--- src/rtl/note_frame_sequencer.sv ---
// note_frame_sequencer: per-beat frame controller for the falling-notes display.
// Each accepted beat erases every lit cell, shifts the notes register one row,
// then redraws every lit cell through the plotter handshake.
module note_frame_sequencer #(
    parameter int unsigned LANES  = 5,
    parameter int unsigned ROWS   = 8,
    parameter int unsigned ROW_W  = 3,
    parameter int unsigned LANE_W = 3
) (
    input  logic              clk,
    input  logic              reset,
    input  logic              beat,
    input  logic              start,
    input  logic              pause,
    input  logic              stop,
    input  logic [LANES-1:0]  row_notes,
    input  logic              plot_done,
    output logic [ROW_W-1:0]  row_addr,
    output logic [LANE_W-1:0] lane,
    output logic              draw_req,
    output logic              draw_erase,
    output logic              shift_en,
    output logic              busy,
    output logic              overrun
);

    typedef enum logic [2:0] {
        S_IDLE       = 3'd0,
        S_ERASE_SCAN = 3'd1,
        S_ERASE_WAIT = 3'd2,
        S_SHIFT      = 3'd3,
        S_DRAW_SCAN  = 3'd4,
        S_DRAW_WAIT  = 3'd5
    } state_t;

    localparam logic [ROW_W-1:0]  ROW_LAST  = ROW_W'(ROWS - 1);
    localparam logic [LANE_W-1:0] LANE_LAST = LANE_W'(LANES - 1);

    state_t            state_q, state_d;
    logic [ROW_W-1:0]  row_addr_q, row_addr_d;
    logic [LANE_W-1:0] lane_q, lane_d;
    logic              draw_req_q, draw_req_d;
    logic              draw_erase_q, draw_erase_d;
    logic              shift_en_q, shift_en_d;
    logic              busy_q, busy_d;
    logic              overrun_q, overrun_d;

    logic              cell_lit;
    logic              cell_last;
    logic              erase_phase;
    logic [ROW_W-1:0]  row_next;
    logic [LANE_W-1:0] lane_next;
    state_t            phase_exit;

    // Current-cell status and the row-major successor of the scan position.
    always_comb begin
        cell_lit    = row_notes[lane_q];
        cell_last   = (row_addr_q == ROW_LAST) && (lane_q == LANE_LAST);
        erase_phase = (state_q == S_ERASE_SCAN) || (state_q == S_ERASE_WAIT);
        phase_exit  = erase_phase ? S_SHIFT : S_IDLE;
        if (lane_q == LANE_LAST) begin
            lane_next = '0;
            row_next  = row_addr_q + ROW_W'(1);
        end else begin
            lane_next = lane_q + LANE_W'(1);
            row_next  = row_addr_q;
        end
    end

    // Next-state and next-output logic; every output is a function of the next state.
    always_comb begin
        state_d    = state_q;
        row_addr_d = row_addr_q;
        lane_d     = lane_q;
        overrun_d  = overrun_q | (beat & (state_q != S_IDLE));

        case (state_q)
            S_IDLE: begin
                if (beat && start && !pause && !stop) begin
                    state_d    = S_ERASE_SCAN;
                    row_addr_d = '0;
                    lane_d     = '0;
                end
            end
            S_ERASE_SCAN, S_DRAW_SCAN: begin
                if (stop) begin
                    state_d    = S_IDLE;
                    row_addr_d = '0;
                    lane_d     = '0;
                end else if (cell_lit) begin
                    state_d = erase_phase ? S_ERASE_WAIT : S_DRAW_WAIT;
                end else if (cell_last) begin
                    state_d    = phase_exit;
                    row_addr_d = '0;
                    lane_d     = '0;
                end else begin
                    row_addr_d = row_next;
                    lane_d     = lane_next;
                end
            end
            S_ERASE_WAIT, S_DRAW_WAIT: begin
                if (plot_done) begin
                    if (cell_last) begin
                        state_d    = phase_exit;
                        row_addr_d = '0;
                        lane_d     = '0;
                    end else begin
                        state_d    = erase_phase ? S_ERASE_SCAN : S_DRAW_SCAN;
                        row_addr_d = row_next;
                        lane_d     = lane_next;
                    end
                end
            end
            S_SHIFT: begin
                state_d    = stop ? S_IDLE : S_DRAW_SCAN;
                row_addr_d = '0;
                lane_d     = '0;
            end
            default: begin
                state_d    = S_IDLE;
                row_addr_d = '0;
                lane_d     = '0;
            end
        endcase

        busy_d       = (state_d != S_IDLE);
        draw_req_d   = (state_d == S_ERASE_WAIT) || (state_d == S_DRAW_WAIT);
        draw_erase_d = (state_d == S_ERASE_WAIT);
        shift_en_d   = (state_d == S_SHIFT);
    end

    // State and output registers with asynchronous reset.
    always_ff @(posedge clk or posedge reset) begin
        if (reset) begin
            state_q      <= S_IDLE;
            row_addr_q   <= '0;
            lane_q       <= '0;
            draw_req_q   <= 1'b0;
            draw_erase_q <= 1'b0;
            shift_en_q   <= 1'b0;
            busy_q       <= 1'b0;
            overrun_q    <= 1'b0;
        end else begin
            state_q      <= state_d;
            row_addr_q   <= row_addr_d;
            lane_q       <= lane_d;
            draw_req_q   <= draw_req_d;
            draw_erase_q <= draw_erase_d;
            shift_en_q   <= shift_en_d;
            busy_q       <= busy_d;
            overrun_q    <= overrun_d;
        end
    end

    assign row_addr   = row_addr_q;
    assign lane       = lane_q;
    assign draw_req   = draw_req_q;
    assign draw_erase = draw_erase_q;
    assign shift_en   = shift_en_q;
    assign busy       = busy_q;
    assign overrun    = overrun_q;

endmodule
--- config.mk ---
export PLATFORM = sky130hd
export DESIGN_NAME = note_frame_sequencer
export DESIGN_NICKNAME = d
export VERILOG_FILES = /design/src/rtl/note_frame_sequencer.sv
export SDC_FILE = /design/constraint.sdc
export NUM_CORES = 1
export LEC_CHECK = 0
export ABC_AREA = 1
export CAP_MARGIN = 20
export CORE_MARGIN = 4
export CORE_UTILIZATION = 43
export CTS_BUF_LIST = sky130_fd_sc_hd__clkbuf_4 sky130_fd_sc_hd__clkbuf_8
export CTS_CLUSTER_DIAMETER = 150
export DETAILED_ROUTE_END_ITERATION = 6
export PLACE_DENSITY = 0.81
export RECOVER_POWER = 50
export SYNTH_ARGS = -nofsm -noshare
export SYNTH_HDL_FRONTEND = slang
export SYNTH_SLANG_ARGS = --single-unit
--- constraint.sdc ---
create_clock -name clk -period 3.4 [get_ports clk]
set_clock_uncertainty 0.2 [all_clocks]
set_input_delay 0.34 -clock clk [delete_from_list [all_inputs] [get_ports clk]]
set_output_delay 0.34 -clock clk [all_outputs]
set_load 0.02 [all_outputs]
==> qor.yml, run 1 <==
clock_tree:
  cts_hold_buffers: 0
  cts.path.max_buffers: 2
  cts.sinks: 14
  clk_pin_slew_ps: 90
  htree_num_levels: 1
  cts_resized: 0
  cts_inserted_buffers: 3
  cts_setup_buffers: 0
  clock_latency_ps: 290
  root_buffer: "clkbuf_4"
  cts_tree: "yes"
yosys:
  syn_area_sq_um: 1010
  synth_top_area_frac: 0.346
  yosysSeqAreaShare: 0.346
  avgSynthCellArea_sq_um: 7.51
  synth_seq_cells: 14
  syn-num-nets: 151
  synth_commonest_cells: "nand2_1 (35), inv_1 (18), dfrtp_1 (14)"
  ys_types: 26
  yosysTopAreaCell: "dfrtp_1"
  synthTopCellsByArea: "dfrtp_1 (35%), nand2_1 (13%), inv_1 (6.7%)"
  syn_inst: 135
  synth_ff_type: "dfrtp_1"
  synth.most_common_cell: "nand2_1"
  synth_edf_count: 0
  yosys_warnings: 0
  synth-async-reset-ratio: 1.00
cells_and_area:
  fin_cells: 189
  nNetsFinal: 178
  area_growth_pct: 28.5
  final_layout_size_suffix_gt1_frac: 0.186
  diodes: 0
global_routing:
  grt_max_degree: 15
  grt_usage: 0.148
  grt_pass1_wl_um: 3720
  antenna_found_initial: 0
  grt_overflow: 0
  grt_pass1_vias: 904
worst_hold_path:
  min_path_cells: 1
  whs_endpoint: "overrun"
  min_path_type: "flip-flop to flip-flop"
  holdCritStartpoint: "overrun"
setup_path:
  cp_top_family: "buffers and inverters"
  cp.required_ps: 2860
  critical_path.startpoint: "lane[2]"
  crit_arrival_ps: 1420
  cp-start-kind: "flip-flop"
  end_kind: "output pin"
  path_class: "flip-flop to output pin"
  reg2reg_depth: 12
  r2r-start: "row_addr[0]"
  slowest_stage: "clkdlybuf4s50_1"
  critPathBufInv: 1
  worst-path-max-fanout: 5
  rrSetupSlack_ps: 1450
  slowest_delay_ps: 650
  worstPathCellList: "clkdlybuf4s50_1"
  r2r_end: "busy"
sta:
  rsz0062_at_grt: "no"
  slew_headroom: 0.662
  fmax_ghz: 0.510
  setup_viol: 0
  slew_viol_final: 0
  min_period_ps: 1960
  tns_ps: 0
  hold_viol: 0
  worst_slew_pin_slew_ps: 506
  finalCritPeriodShare: 0.576
floorplanning:
  ioPinCount: 23
  core_area_sq_um: 2230
  die_height_um: 56.6
  initial_core_util: 0.454
  die_w_um: 56.6
  num_rows: 17
  dieArea_sq_um: 3200
detailed_routing:
  num_vias: 912
  wire_per_inst_um: 11.1
  drt_iter0_markers: 14
  wl_um: 2090
  drc: 0
  antenna_left: 0
  vias_per_cell: 4.83
  dr.pass1.iters: 4
place:
  routabilityCongestion: 0.799
  numPortBuffers: 22
  placed_cells: 185
  dp.final_hpwl_um: 1760
run_status:
  status: "complete, no violations"
power_and_ir_drop:
  powerDensity_nw_per_um2: 569
  p_leak_uw: 0.000710
  irDropWorstVdd_v: 0.000364
flow_run:
  drv_cap: 0
-- stage by stage --
step / power (uW) / utilization / worst slack, ps / hold WS, ps / area (sq um)
after global routing: 810 / 0.583 / 1290 / 333 / 1300
after global placement: 620 / 0.568 / 1380 / 269 / 1270
after CTS: 752 / 0.584 / 1430 / 194 / 1310
after detailed placement: 631 / 0.568 / 1350 / 276 / 1270
final: 741 / 0.583 / 1440 / 291 / 1300
after floorplan: 521 / - / 1500 / 29.2 / 1010
-- power breakdown --
part | switching [uW] | total [uW] | internal [uW] | leakage [uW]
combinational | 247 | 389 | 142 | 0.000501
clock | 54.6 | 120 | 65.2 | 0.0000210
sequential | 33.8 | 232 | 198 | 0.000188
total | 336 | 741 | 405 | 0.000710
-- final cells by class --
class | count | area [sq um]
fillers | 201 | 931
multi-input cells | 95 | 563
flip-flops and latches | 14 | 350
repair buffers | 22 | 220
inverters | 26 | 97.6
clock buffers | 4 | 36.3
well taps | 28 | 35.0
-- cell usage in the layout, fill, tap and decap left out, types with 2 or more instances in the layout --
cell,netlist,layout
a21oi_1,2,2
clkbuf_4,0,3
clkdlybuf4s50_1,0,17
dfrtp_1,14,14
dlygate4sd3_1,0,5
ha_1,4,4
inv_1,18,18
inv_2,8,8
nand2_1,35,35
nand2_2,5,5
nand2_4,4,4
nand3_1,13,13
nand3_2,4,4
nor2_1,8,9
nor3_1,2,2
o21ai_1,3,3
o22ai_1,2,2
-- cells by family after synthesis --
group	Yosys count	synth area share
buffers and inverters	26	0.0963
flip-flops	14	0.346
AO/OA/AOI/OAI	13	0.0938
adder cells (fa/ha/maj)	4	0.0494
XOR/XNOR	2	0.0173
AND/OR/NAND/NOR	76	0.398
-- worst max-delay path by stage --
stage	endpoint	cells after the start	slack (ps)
final	lane[2]	1	1440
after global routing	busy	12	1290
after CTS	busy	12	1430
after detailed placement	lane[0]	9	1350
after global placement	lane[0]	9	1380
after floorplan	busy	12	1500
-- state kept, by name, summed over array words and instances (netlist names) --
register    cells
shift_en        1
state_q         3
draw_erase      1
lane            3
overrun         1
busy            1
draw_req        1
row_addr        3
-- routing by layer --
metal / wire [um] / GRT usage / vias up / share of wire
li1: - / - / 481 / -
met1: 885 / 0.170 / 412 / 0.42
met2: 1070 / 0.261 / 17 / 0.51
met3: 118 / 0.0552 / 2 / 0.056
met4: 10 / 0.0305 / 0 / 0.0048
met5: 0 / 0 / - / 0
No activity file was read; power rests on OpenSTA's default activity.
==> run 2: changes to the inputs <==
PLACE_DENSITY = 0.84   (was 0.81)
clock period = 1.77 ns   (was 3.4 ns; I/O delays follow)
==> run 2 against run 1 <==
- critical path type is now flip-flop to flip-flop
- global-route usage rose by 2.2 points
- the flow now finishes with violations (design-rule violations, negative setup slack)
- cell count is 7.9% higher
- non-clock buffer count increased by 15
- critical endpoint is now busy
- first-iteration DRC count rose by 120%
==> qor.yml, run 2 (synthesis results as in run 1) <==
cells_and_area:
  fillers: 184
  diodes: 0
  final_layout_size_suffix_gt1_frac: 0.409
  area_growth_pct: 53.5
  final_cell_mix: "nand2_1 (28), inv_1 (17), clkdlybuf4s50_1 (17)"
  postLayoutCellArea_sq_um: 1560
  nNetsFinal: 194
  final_common_cell: "nand2_1"
sta:
  slew_viol_final: 0
  hold_viol: 0
  holdWs_ps: 149
  setup_viol: 6
  finalCritPeriodShare: 1.04
  rsz0062_at_grt: "yes"
  min_period_ps: 1840
  worst_slew_pin_slew_ps: 546
  fin_ws_ps: -69.3
  tns_ps: -219
  fmax_ghz: 0.544
  slew_headroom: 0.636
clock_tree:
  clock_latency_ps: 300
  cts_inserted_buffers: 3
  cts_tree: "yes"
  htree_num_levels: 1
  cts_hold_buffers: 0
  cts.sinks: 14
  clk_pin_slew_ps: 80
  cts.path.max_buffers: 2
  root_buffer: "clkbuf_4"
run_status:
  status: "finished with violations"
  failed_checks: "design-rule violations, negative setup slack"
global_routing:
  grt_max_degree: 15
  grt_pass1_wl_um: 4230
  grt_overflow: 0
  busiest_layer: "met2"
  use_met2: 0.302
  gr-usage-met1: 0.182
  grt_usage: 0.170
  antenna_found_initial: 0
  grt_use_met3: 0.0391
  grt_pass1_vias: 1038
floorplanning:
  die_w_um: 56.6
  dieArea_sq_um: 3200
  num_rows: 17
  ioPinCount: 23
  die_height_um: 56.6
  initial_core_util: 0.454
  core_area_sq_um: 2230
power_and_ir_drop:
  powerDensity_nw_per_um2: 1110
  irDropWorstVdd_v: 0.000835
  p_leak_uw: 0.000789
  power.total_uw: 1720
setup_path:
  cp-start-kind: "flip-flop"
  end_kind: "flip-flop"
  crit_arrival_ps: 1840
  reg2reg_depth: 11
  critical_path.startpoint: "lane[1]"
  rrSetupSlack_ps: -70
  cp.required_ps: 1770
  r2r-start: "lane[1]"
  path_class: "flip-flop to flip-flop"
  worst-path-max-fanout: 6
  r2r_end: "busy"
flow_run:
  drv_cap: 0
detailed_routing:
  num_vias: 1050
  drc: 1
  dr.pass1.iters: 7
  antenna_left: 0
  drt_iter0_markers: 31
  wire_per_inst_um: 13.7
  wl_um: 2800
  vias_per_cell: 5.15
worst_hold_path:
  min_path_type: "input pin to async pin"
place:
  dp_slack_ps: -77.3
  dp.final_hpwl_um: 1890
  routabilityCongestion: 0.875
  numPortBuffers: 22
  place_area_sq_um: 1360
run 2: cell types whose count changed in the layout (fill, tap and decap cells not counted), sizes merged:
cell / before / now
a21oi: 4 / 5
clkbuf: 4 / 3
dlygate4sd2: 0 / 4
buf: 0 / 15
dlygate4sd3: 5 / 1
run 2: stage by stage:
stage,utilization,cells
6_report,0.696,204
5_1_grt,0.696,204
4_1_cts,0.649,200
3_5_place_dp,0.610,194
3_3_place_gp,0.610,194
2_1_floorplan,-,135
run 2: per-layer routing:
| layer | vias up | wire, um |
|---|---|---|
| met5 | - | 0 |
| li1 | 513 | - |
| met1 | 501 | 1090 |
| met3 | 5 | 134 |
| met2 | 31 | 1530 |
| met4 | 0 | 45 |
run 2: what timing repair did:
action	in CTS	in global routing
gates cloned	0	1
setup buffers	3	3
endpoints found under the setup margin	8	11
resized for setup	15	17
pin swaps	10	12
run 2: worst max path at each step:
stage | end | slack [ps]
2_1_floorplan | draw_req | -0.4
3_3_place_gp | draw_req | -20
3_5_place_dp | busy | -80
4_1_cts | draw_req | -10
5_1_grt | busy | -150
6_report | busy | -70
run 2: layout make-up:
class / count / area, sq um / area share
flip-flops and latches: 14 / 359 / 0.231
well taps: 28 / 35.0 / 0.0225
repair buffers: 37 / 340 / 0.219
multi-input cells: 96 / 688 / 0.442
clock buffers: 3 / 22.5 / 0.0145
inverters: 26 / 110 / 0.0708
run 2: critical path: stages (launching register included):
cell and delay, ps:
dfrtp_2 430, inv_4 80, ha_4 140, nand2_4 70, nor2_8 190, nand3_2 130
nand2_2 90, nand3_2 70, nand3_2 90, nand2_4 80, nor2_2 120, nand2_1 50
run 2: power breakdown:
| part | internal, uW | total, uW | leakage, uW | switching [uW] |
|---|---|---|---|---|
| clock | 79.6 | 197 | 0.0000138 | 117 |
| sequential | 387 | 465 | 0.000177 | 77.8 |
| combinational | 437 | 1060 | 0.000599 | 621 |
==> run 3: changes to the inputs <==
CORE_MARGIN = not set   (was 4)
PLACE_DENSITY = 0.73   (was 0.84)
==> run 3 against run 2 <==
- the flow finishes with violations (negative setup slack)
- global-route usage is 4.8 points higher
- die area is 20% lower
- sequential power is 4% lower
- worst setup slack better by 12 ps
- hold slack worse by 5.4 ps
- register-to-register slack hardly changed
- core utilization is 1.3 points higher
- combinational power hardly changed
- first-iteration DRC count is 29% lower
- highest routed layer unchanged
==> qor.yml, run 3 (synthesis results as in run 1) <==
global_routing:
  grt_overflow: 0
  grt_pass1_vias: 974
  grt_usage: 0.218
  grt_max_degree: 15
  antenna_found_initial: 0
  grt_pass1_wl_um: 4120
cells_and_area:
  fillers: 181
  area_growth_pct: 54.8
  diodes: 0
  final_layout_size_suffix_gt1_frac: 0.416
  nNetsFinal: 195
  final_common_cell: "nand2_1"
  postLayoutCellArea_sq_um: 1570
  fin_cells: 206
  final_cell_mix: "nand2_1 (28), inv_1 (17), clkdlybuf4s50_1 (16), buf_4 (16)"
sta:
  slew_viol_final: 0
  rsz0062_at_grt: "yes"
  min_period_ps: 1830
  worst_slew_pin_slew_ps: 535
  fmax_ghz: 0.547
  finalCritPeriodShare: 1.03
  hold_viol: 0
  slew_headroom: 0.643
  holdWs_ps: 143
  setup_viol: 3
  fin_ws_ps: -57.0
setup_path:
  worstPathCellList: "inv_4 -> ha_4 -> nand2_4 -> nor2_8 -> a21oi_1 -> a41oi_1 -> nand2_2 -> nor2_2 -> nand2_1"
  cp.depth: 9
  cp_top_family: "simple AND/OR/NAND/NOR gates"
  critPathBufInv: 1
  worst-path-max-fanout: 6
  cp.required_ps: 1760
  slowest_delay_ps: 430
  reg2reg_depth: 9
  slowest_stage: "dfrtp_2"
  cp-start-kind: "flip-flop"
  path_class: "flip-flop to flip-flop"
  crit_arrival_ps: 1810
  end_kind: "flip-flop"
power_and_ir_drop:
  irDropWorstVdd_v: 0.000840
  p_leak_uw: 0.000809
  powerDensity_nw_per_um2: 1120
detailed_routing:
  wire_per_inst_um: 12.7
  vias_per_cell: 4.90
  wl_um: 2610
  num_vias: 1009
  drc: 0
  drt_iter0_markers: 22
  antenna_left: 0
  dr.pass1.iters: 4
floorplanning:
  num_rows: 17
  dieArea_sq_um: 2560
  core_area_sq_um: 2210
  die_height_um: 50.6
  die_w_um: 50.6
  initial_core_util: 0.458
  ioPinCount: 23
clock_tree:
  clock_latency_ps: 300
  root_buffer: "clkbuf_4"
  cts_tree: "yes"
  clk_pin_slew_ps: 90
  cts_inserted_buffers: 3
  cts.path.max_buffers: 2
  htree_num_levels: 1
  cts.sinks: 14
place:
  routabilityCongestion: 0.961
  dp_slack_ps: -70.8
  placed_cells: 194
  numPortBuffers: 22
  dp.final_hpwl_um: 1840
  place_area_sq_um: 1360
worst_hold_path:
  min_path_type: "input pin to async pin"
flow_run:
  drv_cap: 0
run_status:
  status: "finished with violations"
  failed_checks: "negative setup slack"
[run 3: cell types whose count changed in the layout (fill, tap and decap cells not counted), moves of 2 or more]
cell,before,now
dfrtp_1,7,10
buf_4,14,16
dfrtp_2,7,4
nand3_2,8,10
nand3_1,9,7
[run 3: path summary, 6_finish.rpt]
path	slack, ps	startpoint	end
min reg2reg	280	overrun	overrun
max reg2reg	-60	lane[1]	busy
max in group asynchronous	830	reset	row_addr[1]
max	-60	lane[1]	busy
min in group clk	260	beat	overrun
min	140	reset	lane[2]
[run 3: power by group]
part / total, uW / internal, uW / switching [uW]
Clock: 242 / 126 / 116
Combinational: 1060 / 436 / 629
Sequential: 448 / 384 / 63.7
[run 3: routing by layer]
| metal | up-vias | track usage | wire length, um |
|---|---|---|---|
| li1 | 516 | - | - |
| met1 | 467 | 0.249 | 1070 |
| met2 | 19 | 0.404 | 1420 |
| met3 | 7 | 0.0303 | 59 |
| met4 | 0 | 0.0833 | 64 |
| met5 | - | 0 | 0 |
[run 3: worst reg2reg max path, stage by stage, from the launching register on]
cell	delay [ps]
dfrtp_2	430
inv_4	70
ha_4	140
nand2_4	70
nor2_8	180
a21oi_1	90
a41oi_1	230
nand2_2	130
nor2_2	120
nand2_1	60
[run 3: cell type report]
| cell class | instances | area (sq um) | share of cell area |
|---|---|---|---|
| Sequential cell | 14 | 355 | 0.226 |
| Timing Repair Buffer | 38 | 334 | 0.213 |
| Multi-Input combinational cell | 96 | 701 | 0.447 |
| Clock buffer | 4 | 36.3 | 0.0231 |
| Inverter | 26 | 108 | 0.0686 |
| Tap cell | 28 | 35.0 | 0.0223 |
[run 3: metrics by stage]
stage          setup TNS, ps  utilization  total power [uW]
5_1_grt                 -837        0.709              1880
6_report               -95.2        0.709              1750
2_1_floorplan         -0.376            -              1030
3_5_place_dp            -375        0.615              1340
4_1_cts                -23.2        0.661              1610
3_3_place_gp               0        0.615              1300
[run 3: timing repair]
item | CTS | global route
hold buffers | 0 | 0
hold endpoints to repair | 0 | 0
setup endpoints to repair | 8 | 12
buffers inserted | 4 | 3
pin swaps | 9 | 13
cloned | 0 | 1
gates resized for setup | 12 | 19
